--- config.mk ---
export PLATFORM = sky130hd
export DESIGN_NAME = alu_bist
export DESIGN_NICKNAME = d
export VERILOG_FILES = /design/src/rtl/alu_bist.sv
export SDC_FILE = /design/constraint.sdc
export NUM_CORES = 1
export LEC_CHECK = 0
export BUFFER_PORTS_ARGS = -buffer_cell sky130_fd_sc_hd__buf_2
export CAP_MARGIN = 10
export CELL_PAD_IN_SITES_DETAIL_PLACEMENT = 0
export CELL_PAD_IN_SITES_GLOBAL_PLACEMENT = 1
export CORE_ASPECT_RATIO = 1.1
export CORE_MARGIN = 2
export CORE_UTILIZATION = 38
export DETAILED_ROUTE_END_ITERATION = 12
export GPL_TIMING_DRIVEN = 0
export PLACE_DENSITY_LB_ADDON = 0.1
export SLEW_MARGIN = 40
export SYNTH_ARGS = -nofsm -noshare
export SYNTH_HDL_FRONTEND = slang
export SYNTH_SLANG_ARGS = --single-unit
--- constraint.sdc ---
create_clock -name clock -period 2.2 [get_ports clock]
set_input_delay 0.44 -clock clock [delete_from_list [all_inputs] [get_ports clock]]
set_output_delay 0.44 -clock clock [all_outputs]
set_load 0.01 [all_outputs]
--- src/rtl/alu_bist.sv ---
// Built-in self test for a 32-bit ALU: drives LFSR-derived operands through a
// fixed op sequence, compacts results into a MISR and counts zero-flag errors.
module alu_bist #(
  parameter int unsigned NUM_VECTORS = 16,
  parameter logic [31:0] SEED        = 32'h00000001,
  parameter logic [31:0] GOLDEN      = 32'h00000000
) (
  input  logic        clock,
  input  logic        resetn,
  input  logic        start,
  output logic [31:0] a_out,
  output logic [31:0] b_out,
  output logic [3:0]  aluc_out,
  input  logic [31:0] s_in,
  input  logic        z_in,
  output logic        busy,
  output logic        done,
  output logic        pass,
  output logic [31:0] signature,
  output logic [7:0]  z_err_count
);

  localparam int unsigned W       = 32;
  localparam int unsigned OP_W    = 4;
  localparam int unsigned IDX_W   = 4;
  localparam int unsigned CNT_W   = 8;
  localparam logic [IDX_W-1:0] LAST_IDX  = IDX_W'(9);
  localparam logic [CNT_W-1:0] NUM_VEC   = CNT_W'(NUM_VECTORS);
  localparam logic [CNT_W-1:0] ZERR_MAX  = CNT_W'(255);
  localparam logic [W-1:0]     SEED_EFF  = (SEED == '0) ? W'(32'h00000001) : SEED;
  localparam logic [W-1:0]     CRC_POLY  = W'(32'h04C11DB7);
  localparam logic [W-1:0]     LFSR_TAPS = W'(32'h80200003);

  typedef enum logic [1:0] {IDLE, DRIVE, CAPTURE, FIN} state_e;

  state_e             state_q, state_d;
  logic [W-1:0]       lfsr_q, lfsr_d;
  logic [IDX_W-1:0]   idx_q, idx_d;
  logic [CNT_W-1:0]   vcnt_q, vcnt_d;
  logic [W-1:0]       a_q, a_d;
  logic [W-1:0]       b_q, b_d;
  logic [OP_W-1:0]    aluc_q, aluc_d;
  logic               busy_q, busy_d;
  logic               done_q, done_d;
  logic               pass_q, pass_d;
  logic [W-1:0]       sig_q, sig_d;
  logic [CNT_W-1:0]   zerr_q, zerr_d;

  function automatic logic [OP_W-1:0] op_code(input logic [IDX_W-1:0] idx);
    case (idx)
      IDX_W'(0): op_code = 4'b0000;
      IDX_W'(1): op_code = 4'b0100;
      IDX_W'(2): op_code = 4'b0001;
      IDX_W'(3): op_code = 4'b0101;
      IDX_W'(4): op_code = 4'b0010;
      IDX_W'(5): op_code = 4'b0110;
      IDX_W'(6): op_code = 4'b0011;
      IDX_W'(7): op_code = 4'b0111;
      IDX_W'(8): op_code = 4'b1111;
      IDX_W'(9): op_code = 4'b1011;
      default:   op_code = 4'b0000;
    endcase
  endfunction

  function automatic logic [W-1:0] half_swap(input logic [W-1:0] x);
    return {x[15:0], x[31:16]};
  endfunction

  function automatic logic [W-1:0] lfsr_step(input logic [W-1:0] x);
    return (x >> 1) ^ (x[0] ? LFSR_TAPS : '0);
  endfunction

  function automatic logic [W-1:0] misr_next(input logic [W-1:0] sig,
                                             input logic [W-1:0] s,
                                             input logic         z);
    return ((sig << 1) ^ (sig[W-1] ? CRC_POLY : '0)) ^ s ^ {{(W-1){1'b0}}, z};
  endfunction

  // Operands for the next DRIVE are loaded on the edge that enters it, so they
  // are already stable during the DRIVE cycle and held through CAPTURE.
  always_comb begin
    state_d = state_q;
    lfsr_d  = lfsr_q;
    idx_d   = idx_q;
    vcnt_d  = vcnt_q;
    a_d     = a_q;
    b_d     = b_q;
    aluc_d  = aluc_q;
    busy_d  = busy_q;
    done_d  = done_q;
    pass_d  = pass_q;
    sig_d   = sig_q;
    zerr_d  = zerr_q;
    case (state_q)
      IDLE, FIN: begin
        if (start) begin
          state_d = DRIVE;
          lfsr_d  = SEED_EFF;
          sig_d   = '1;
          zerr_d  = '0;
          idx_d   = '0;
          vcnt_d  = '0;
          a_d     = SEED_EFF;
          b_d     = half_swap(SEED_EFF);
          aluc_d  = op_code('0);
          busy_d  = 1'b1;
          done_d  = 1'b0;
          pass_d  = 1'b0;
        end
      end
      DRIVE: begin
        state_d = CAPTURE;
      end
      CAPTURE: begin
        sig_d = misr_next(sig_q, s_in, z_in);
        if ((z_in != (s_in == '0)) && (zerr_q != ZERR_MAX)) begin
          zerr_d = zerr_q + CNT_W'(1);
        end
        if (idx_q != LAST_IDX) begin
          idx_d   = idx_q + IDX_W'(1);
          aluc_d  = op_code(idx_q + IDX_W'(1));
          state_d = DRIVE;
        end else begin
          idx_d  = '0;
          vcnt_d = vcnt_q + CNT_W'(1);
          lfsr_d = lfsr_step(lfsr_q);
          if ((vcnt_q + CNT_W'(1)) == NUM_VEC) begin
            state_d = FIN;
            busy_d  = 1'b0;
            done_d  = 1'b1;
            pass_d  = (sig_d == GOLDEN) && (zerr_d == '0);
          end else begin
            state_d = DRIVE;
            a_d     = lfsr_step(lfsr_q);
            b_d     = half_swap(lfsr_step(lfsr_q));
            aluc_d  = op_code('0);
          end
        end
      end
      default: state_d = IDLE;
    endcase
  end

  always_ff @(posedge clock or negedge resetn) begin
    if (!resetn) begin
      state_q <= IDLE;
      lfsr_q  <= SEED_EFF;
      idx_q   <= '0;
      vcnt_q  <= '0;
      a_q     <= '0;
      b_q     <= '0;
      aluc_q  <= '0;
      busy_q  <= 1'b0;
      done_q  <= 1'b0;
      pass_q  <= 1'b0;
      sig_q   <= '0;
      zerr_q  <= '0;
    end else begin
      state_q <= state_d;
      lfsr_q  <= lfsr_d;
      idx_q   <= idx_d;
      vcnt_q  <= vcnt_d;
      a_q     <= a_d;
      b_q     <= b_d;
      aluc_q  <= aluc_d;
      busy_q  <= busy_d;
      done_q  <= done_d;
      pass_q  <= pass_d;
      sig_q   <= sig_d;
      zerr_q  <= zerr_d;
    end
  end

  assign a_out       = a_q;
  assign b_out       = b_q;
  assign aluc_out    = aluc_q;
  assign busy        = busy_q;
  assign done        = done_q;
  assign pass        = pass_q;
  assign signature   = sig_q;
  assign z_err_count = zerr_q;

endmodule

# ---- After elaboration in Yosys (flattened, before gate mapping)
# Memory sizes are Yosys's and may differ from the RTL's.
# Cells that the tools add are included.
dict set report classes {
  n_addsub 3
  eq_ne 12
  muxes 41
  bitwise 4
  n_reduce_logical 13
}
# operator count
set op_table {}
lappend op_table {{32-bit two-way mux} 9}
lappend op_table {{32-bit case mux with 2 select lines} 4}
lappend op_table {{32-bit logical NOT} 2}
lappend op_table {{8-bit two-way mux} 4}
lappend op_table {{8-bit case mux with 2 select lines} 2}
lappend op_table {{31-bit by 32-bit XOR with 32-bit output} 1}
lappend op_table {{32-bit by 1-bit XOR with 32-bit output} 1}
lappend op_table {{32-bit by 27-bit XOR with 32-bit output} 1}
lappend op_table {{32-bit XOR} 1}
lappend op_table {{27-bit two-way mux} 1}
lappend op_table {{8-bit by 1-bit adder with 8-bit output (second input constant)} 2}
lappend op_table {{4-bit two-way mux} 4}
lappend op_table {{4-bit case mux with 2 select lines} 2}
lappend op_table {{8-bit by 5-bit == test with 1-bit output (second input constant)} 1}
lappend op_table {{8-bit logical NOT} 1}
lappend op_table {{1-bit two-way mux} 8}
lappend op_table {{2-bit != test (second input constant)} 4}
lappend op_table {{8-bit != test (second input constant)} 1}
lappend op_table {{4-bit AND reduction} 2}
lappend op_table {{2-bit two-way mux} 3}
lappend op_table {{1-bit case mux with 2 select lines} 3}
lappend op_table {{2-bit case mux with 3 select lines} 1}
lappend op_table {{3-bit AND reduction} 2}
lappend op_table {{4-bit by 1-bit adder with 4-bit output (second input constant)} 1}
lappend op_table {{10 further kinds} 12}
dict set report totals {
  register_bits 157
  romBits 64
  output_inout_bits 111
  elab_cells 86
  mem_count 1
}
# name depth word_bits rd rd_ports_with_merged_regs wr line
set mem_list {}
lappend mem_list {{(name not given)} 16 4 1 0 0 50} ;# case (idx)

# ---- Logic depth before layout (Yosys ltp)
dict set report depth {
  word_depth 10
  ltp_mapped 11
  mapped_depth_nobuf 8
}

# ---- Least setup slack after synthesis
# No wires, ideal clock.
dict set report synth_path {
  path_kind {register -> register}
  from {register state_q[0]}
  to {register a_q[10], in the netlist a_out[10]}
  setup_ps 121
  arrival_ps 2279
  setup_slack_ps -200
  path_stages_with_launch 11
  synth_period_minus_slack_ps 2400
  cell_sequence {dfrtp_1 -> inv_1 -> ha_1 -> buf_2 -> clkinv_1 -> o21a_1 -> clkbuf_1 -> a21oi_1 -> o41ai_4 -> buf_6 -> a22o_1}
}
dict set report synth_between {
  elab_chain_len 4
}
# element line
set synth_lines {}
lappend synth_lines {{start, declared} 36} ;# state_e state_q, state_d;
lappend synth_lines {{start signal, assigned} 159} ;# state_q <= state_d;
lappend synth_lines {{2-bit == test / 2-bit logical NOT (equally long branches)} 94} ;# case (state_q)
lappend synth_lines {{2-bit OR reduction} 94}
lappend synth_lines {{2-bit != test (no line) / 2-bit nonzero test (equally long branches)} -}
lappend synth_lines {{4-bit AND reduction (no line)} -}
lappend synth_lines {{end signal, assigned} 150} ;# a_q <= '0;
lappend synth_lines {{end signal, assigned} 163} ;# a_q <= a_d;
lappend synth_lines {{end, declared} 40} ;# logic [W-1:0] a_q, a_d;
# Parallel ways exist; a longest one is shown, timed or not.
# A chain may end at the register's enable or synchronous reset.

# ---- Worst setup path in the final report
dict set report layout_path {
  from {register vcnt_q[6]}
  to {register a_q[18], in the netlist a_out[18]}
}
dict set report layout_between {
  elab_chain_len 4
}
# element line
set layout_lines {}
lappend layout_lines {{start, declared} 39} ;# logic [CNT_W-1:0] vcnt_q, vcnt_d;
lappend layout_lines {{start signal, assigned} 162} ;# vcnt_q <= vcnt_d;
lappend layout_lines {{8-bit by 1-bit adder with 8-bit output} 127} ;# if ((vcnt_q + CNT_W'(1)) == NUM_VEC) begin
lappend layout_lines {{8-bit by 5-bit == test with 1-bit output} 127}
lappend layout_lines {{2-bit != test (no line)} -}
lappend layout_lines {{4-bit AND reduction (no line)} -}
# Every way passes these cells.

==> flow_summary_export.csv <==
group,metric,value,unit
status,outcome,"finished, final reports clean",
synthesis,synth_mux_area_frac,0.0120,
cells_and_area,drive_gt1_frac,0.394,
sta,fin_worst_skew,0.00886,ns
floorplan,start_util,0.388,
setup_path,startpoint_type,"register",
setup_path,r2r_end,"a_out[18]",
global_route,antenna_found_initial,0,
global_route,grt_pass1_vias,5017,
sta,hold-worst-slack,0.243,ns
setup_path,timing.rr.start,"vcnt_q[6]",
synthesis,synth_top_family_by_area,"compound AO/OA/AOI/OAI gates",
power,vdd_drop_max,0.570,mV
placement,hpwl,11600,um
synthesis,synth_compound_area_frac,0.205,
synthesis,synthXorXnorAreaFrac,0.0796,
floorplan,dieArea,0.0170,mm^2
floorplan,core_area,0.0156,mm^2
setup_path,r2r_cells,7,
cells_and_area,fillers,1483,
cells_and_area,nets,780,
synthesis,synth-edff-count,0,
clock_tree,tritoncts,"done",
floorplan,rows,48,
global_route,grt_pass1_wl,26700,um
setup_path,critical_path_class,"reg -> reg",
synthesis,ys_ff_latch,125,
global_route,grt_use_total,0.200,
setup_path,cp-endpoint,"a_out[18]",
drt,routed_wl,16600,um
synthesis,syn_inst,550,
setup_path,rrSetupSlack,0.02,ns
synthesis,yosysWarnings,0,
drt,dr.first_iter.drc_count,268,
setup_path,cp-end-kind,"register",
job,maxCapViolCount,0,
synthesis,synthSimpleGateAreaFrac,0.0970,
setup_path,critPathRequiredTime,2.56,ns
drt,wl_per_cell,17.5,um
synthesis,synth_adder_area_share,0.0186,
sta,clock.fmax,0.458,GHz
floorplan,ios,147,
drt,final_antenna_net_count,0,
power,leakagePower,3.80,nW
placement,io_buffers,145,
sta,rsz0062_at_grt,"yes",
clock_tree,h-tree-depth,4,
drt,vias,5019,
cells_and_area,final_cell_mix,"144 x buf_2, 118 x dfrtp_1, 62 x a22o_1",
synthesis,ys_async_sr_fraction,1.00,
drt,avgViaCountPerCell,5.30,
sta,tightestPinTransition,0.672,ns
clock_tree,clk_latency,0.42,ns
cells_and_area,syn2layout_area_growth,34.1,%
floorplan,die-width,124,um
power,power_density,1130,mW/mm^2
sta,slew_violations,0,
synthesis,synth_seq_area_share,0.517,
sta,timing.final.hold_violations,0,
cells_and_area,n_antenna_cell,0,
drt,drt_first_pass_iters,4,
synthesis,ys_types,53,
worst_hold_path,hp-class,"in -> reg",
clock_tree,cts_root_buf,"clkbuf_16",
clock_tree,cts_sinks,125,
power,p_total,9.16,mW
cells_and_area,post-route-util,0.520,
sta,finalCritPeriodShare,0.993,
clock_tree,clk_pin_slew_worst_paths,0.06,ns
setup_path,arrival,2.54,ns
drt,drc,0,
clock_tree,cts_buffers,17,
sta,period_needed,2.18,ns
setup_path,startpoint,"vcnt_q[6]",
sta,finalSetupViolations,0,
cells_and_area,final_common_cell,"buf_2",
synthesis,synth_ff_type,"dfrtp_1",
clock_tree,clock_path_buffers,2,
sta,relSlewSlack,0.552,
placement,gp_congestion,0.796,
floorplan,die_h,136,um
synthesis,syn_nets,595,
synthesis,syn_area_per_cell,11.0,um^2
global_route,grt_max_degree,71,
synthesis,syn_area,0.00605,mm^2
global_route,overflow,0,
setup_path,crit_fanout,10,
-- power breakdown --
part | internal (mW) | switching [mW] | leakage [nW]
registers | 2.64 | 0.346 | 1.58
logic | 1.40 | 1.92 | 1.93
clock network | 1.83 | 1.03 | 0.288
-- repair_timing --
item / in CTS / in global routing
gates resized for setup: 33 / 37
buffers inserted: 15 / 6
hold endpoints to repair: 54 / 0
hold buffers: 1 / 0
endpoints found under the setup margin: 111 / 99
pin swaps: 6 / 21
gates cloned: 0 / 2
-- stage by stage --
stage | TNS (ns) | std cells | setup slack, ns | cell area (um^2)
finish | 0 | 947 | 0.0158 | 8120
global route | -2.15 | 947 | -0.0931 | 8120
CTS | 0 | 941 | 0.00693 | 7900
detailed placement | -45.26 | 896 | -0.965 | 7070
global placement | -167.13 | 895 | -1.04 | 7040
floorplan | 0 | 550 | 0.0251 | 6060
-- synthesized netlist by cell type (6+ instances only) --
cell type / count / area share
a21oi_1: 24 / 0.020
dfrtp_1: 124 / 0.51
clkbuf_1: 22 / 0.014
buf_4: 32 / 0.040
ha_1: 9 / 0.019
nor4_1: 19 / 0.020
a22o_1: 62 / 0.090
o22a_1: 18 / 0.026
inv_1: 11 / 0.0068
nand2_1: 29 / 0.018
nor3_1: 7 / 0.0058
nor2_1: 33 / 0.020
xnor2_1: 16 / 0.023
xor2_1: 39 / 0.056
nand3_1: 6 / 0.0050
o21ai_0: 21 / 0.017
-- flip-flops by register name (all words and copies together), names as in the netlist --
name / count
a_out: 31
pass: 1
b_out: 1
done: 1
aluc_out: 4
signature: 32
busy: 1
vcnt_q: 8
lfsr_q: 32
z_err_count: 8
idx_q: 4
state_q: 2
-- cell families (layout without fill, tap and decap cells) --
| logic type | count (synthesis) | in the layout |
|---|---|---|
| XOR/XNOR | 55 | 55 |
| AND/OR/NAND/NOR | 118 | 118 |
| buffers and inverters | 73 | 270 |
| flip-flops | 125 | 125 |
| adder cells (fa/ha/maj) | 9 | 9 |
| multiplexers | 7 | 7 |
| AO/OA/AOI/OAI | 163 | 163 |
-- routing by layer --
layer	vias to the layer above	wire length, um	global-route usage
met5	-	0	0
li1	2359	-	-
met1	2504	7300	0.259
met3	18	761	0.0464
met2	138	8260	0.332
met4	0	272	0.0724
-- how the worst min path moves through the flow --
| stage | from | to | cells past startpoint | slack [ns] |
|---|---|---|---|---|
| 2_1_floorplan | resetn | a_out[0] | 0 | 0.14 |
| 3_3_place_gp | aluc_out[2] | aluc_out[2] | 1 | 0.46 |
| 3_5_place_dp | resetn | z_err_count[1] | 1 | 0.40 |
| 4_1_cts | start | state_q[1] | 2 | 0.23 |
| 5_1_grt | start | state_q[1] | 2 | 0.24 |
| 6_report | start | state_q[1] | 2 | 0.24 |
-- layout make-up --
class | count | area [um^2] | share of cell area
buffer | 57 | 399 | 0.0492
clock buffer | 20 | 457 | 0.0563
clock inverter | 11 | 141 | 0.0174
inverter | 12 | 50.0 | 0.00617
multi-input combinational | 352 | 2690 | 0.332
sequential | 125 | 3140 | 0.387
tap | 200 | 250 | 0.0308
timing repair buffer | 170 | 988 | 0.122
-- critical path, stage by stage, from the launching register on --
cell	delay (ns)
dfrtp_2	0.43
xor2_1	0.17
or4_4	0.42
a21bo_4	0.26
o41ai_4	0.33
buf_6	0.22
buf_8	0.15
a22o_1	0.14
No activity file was read; power rests on OpenSTA's default activity.
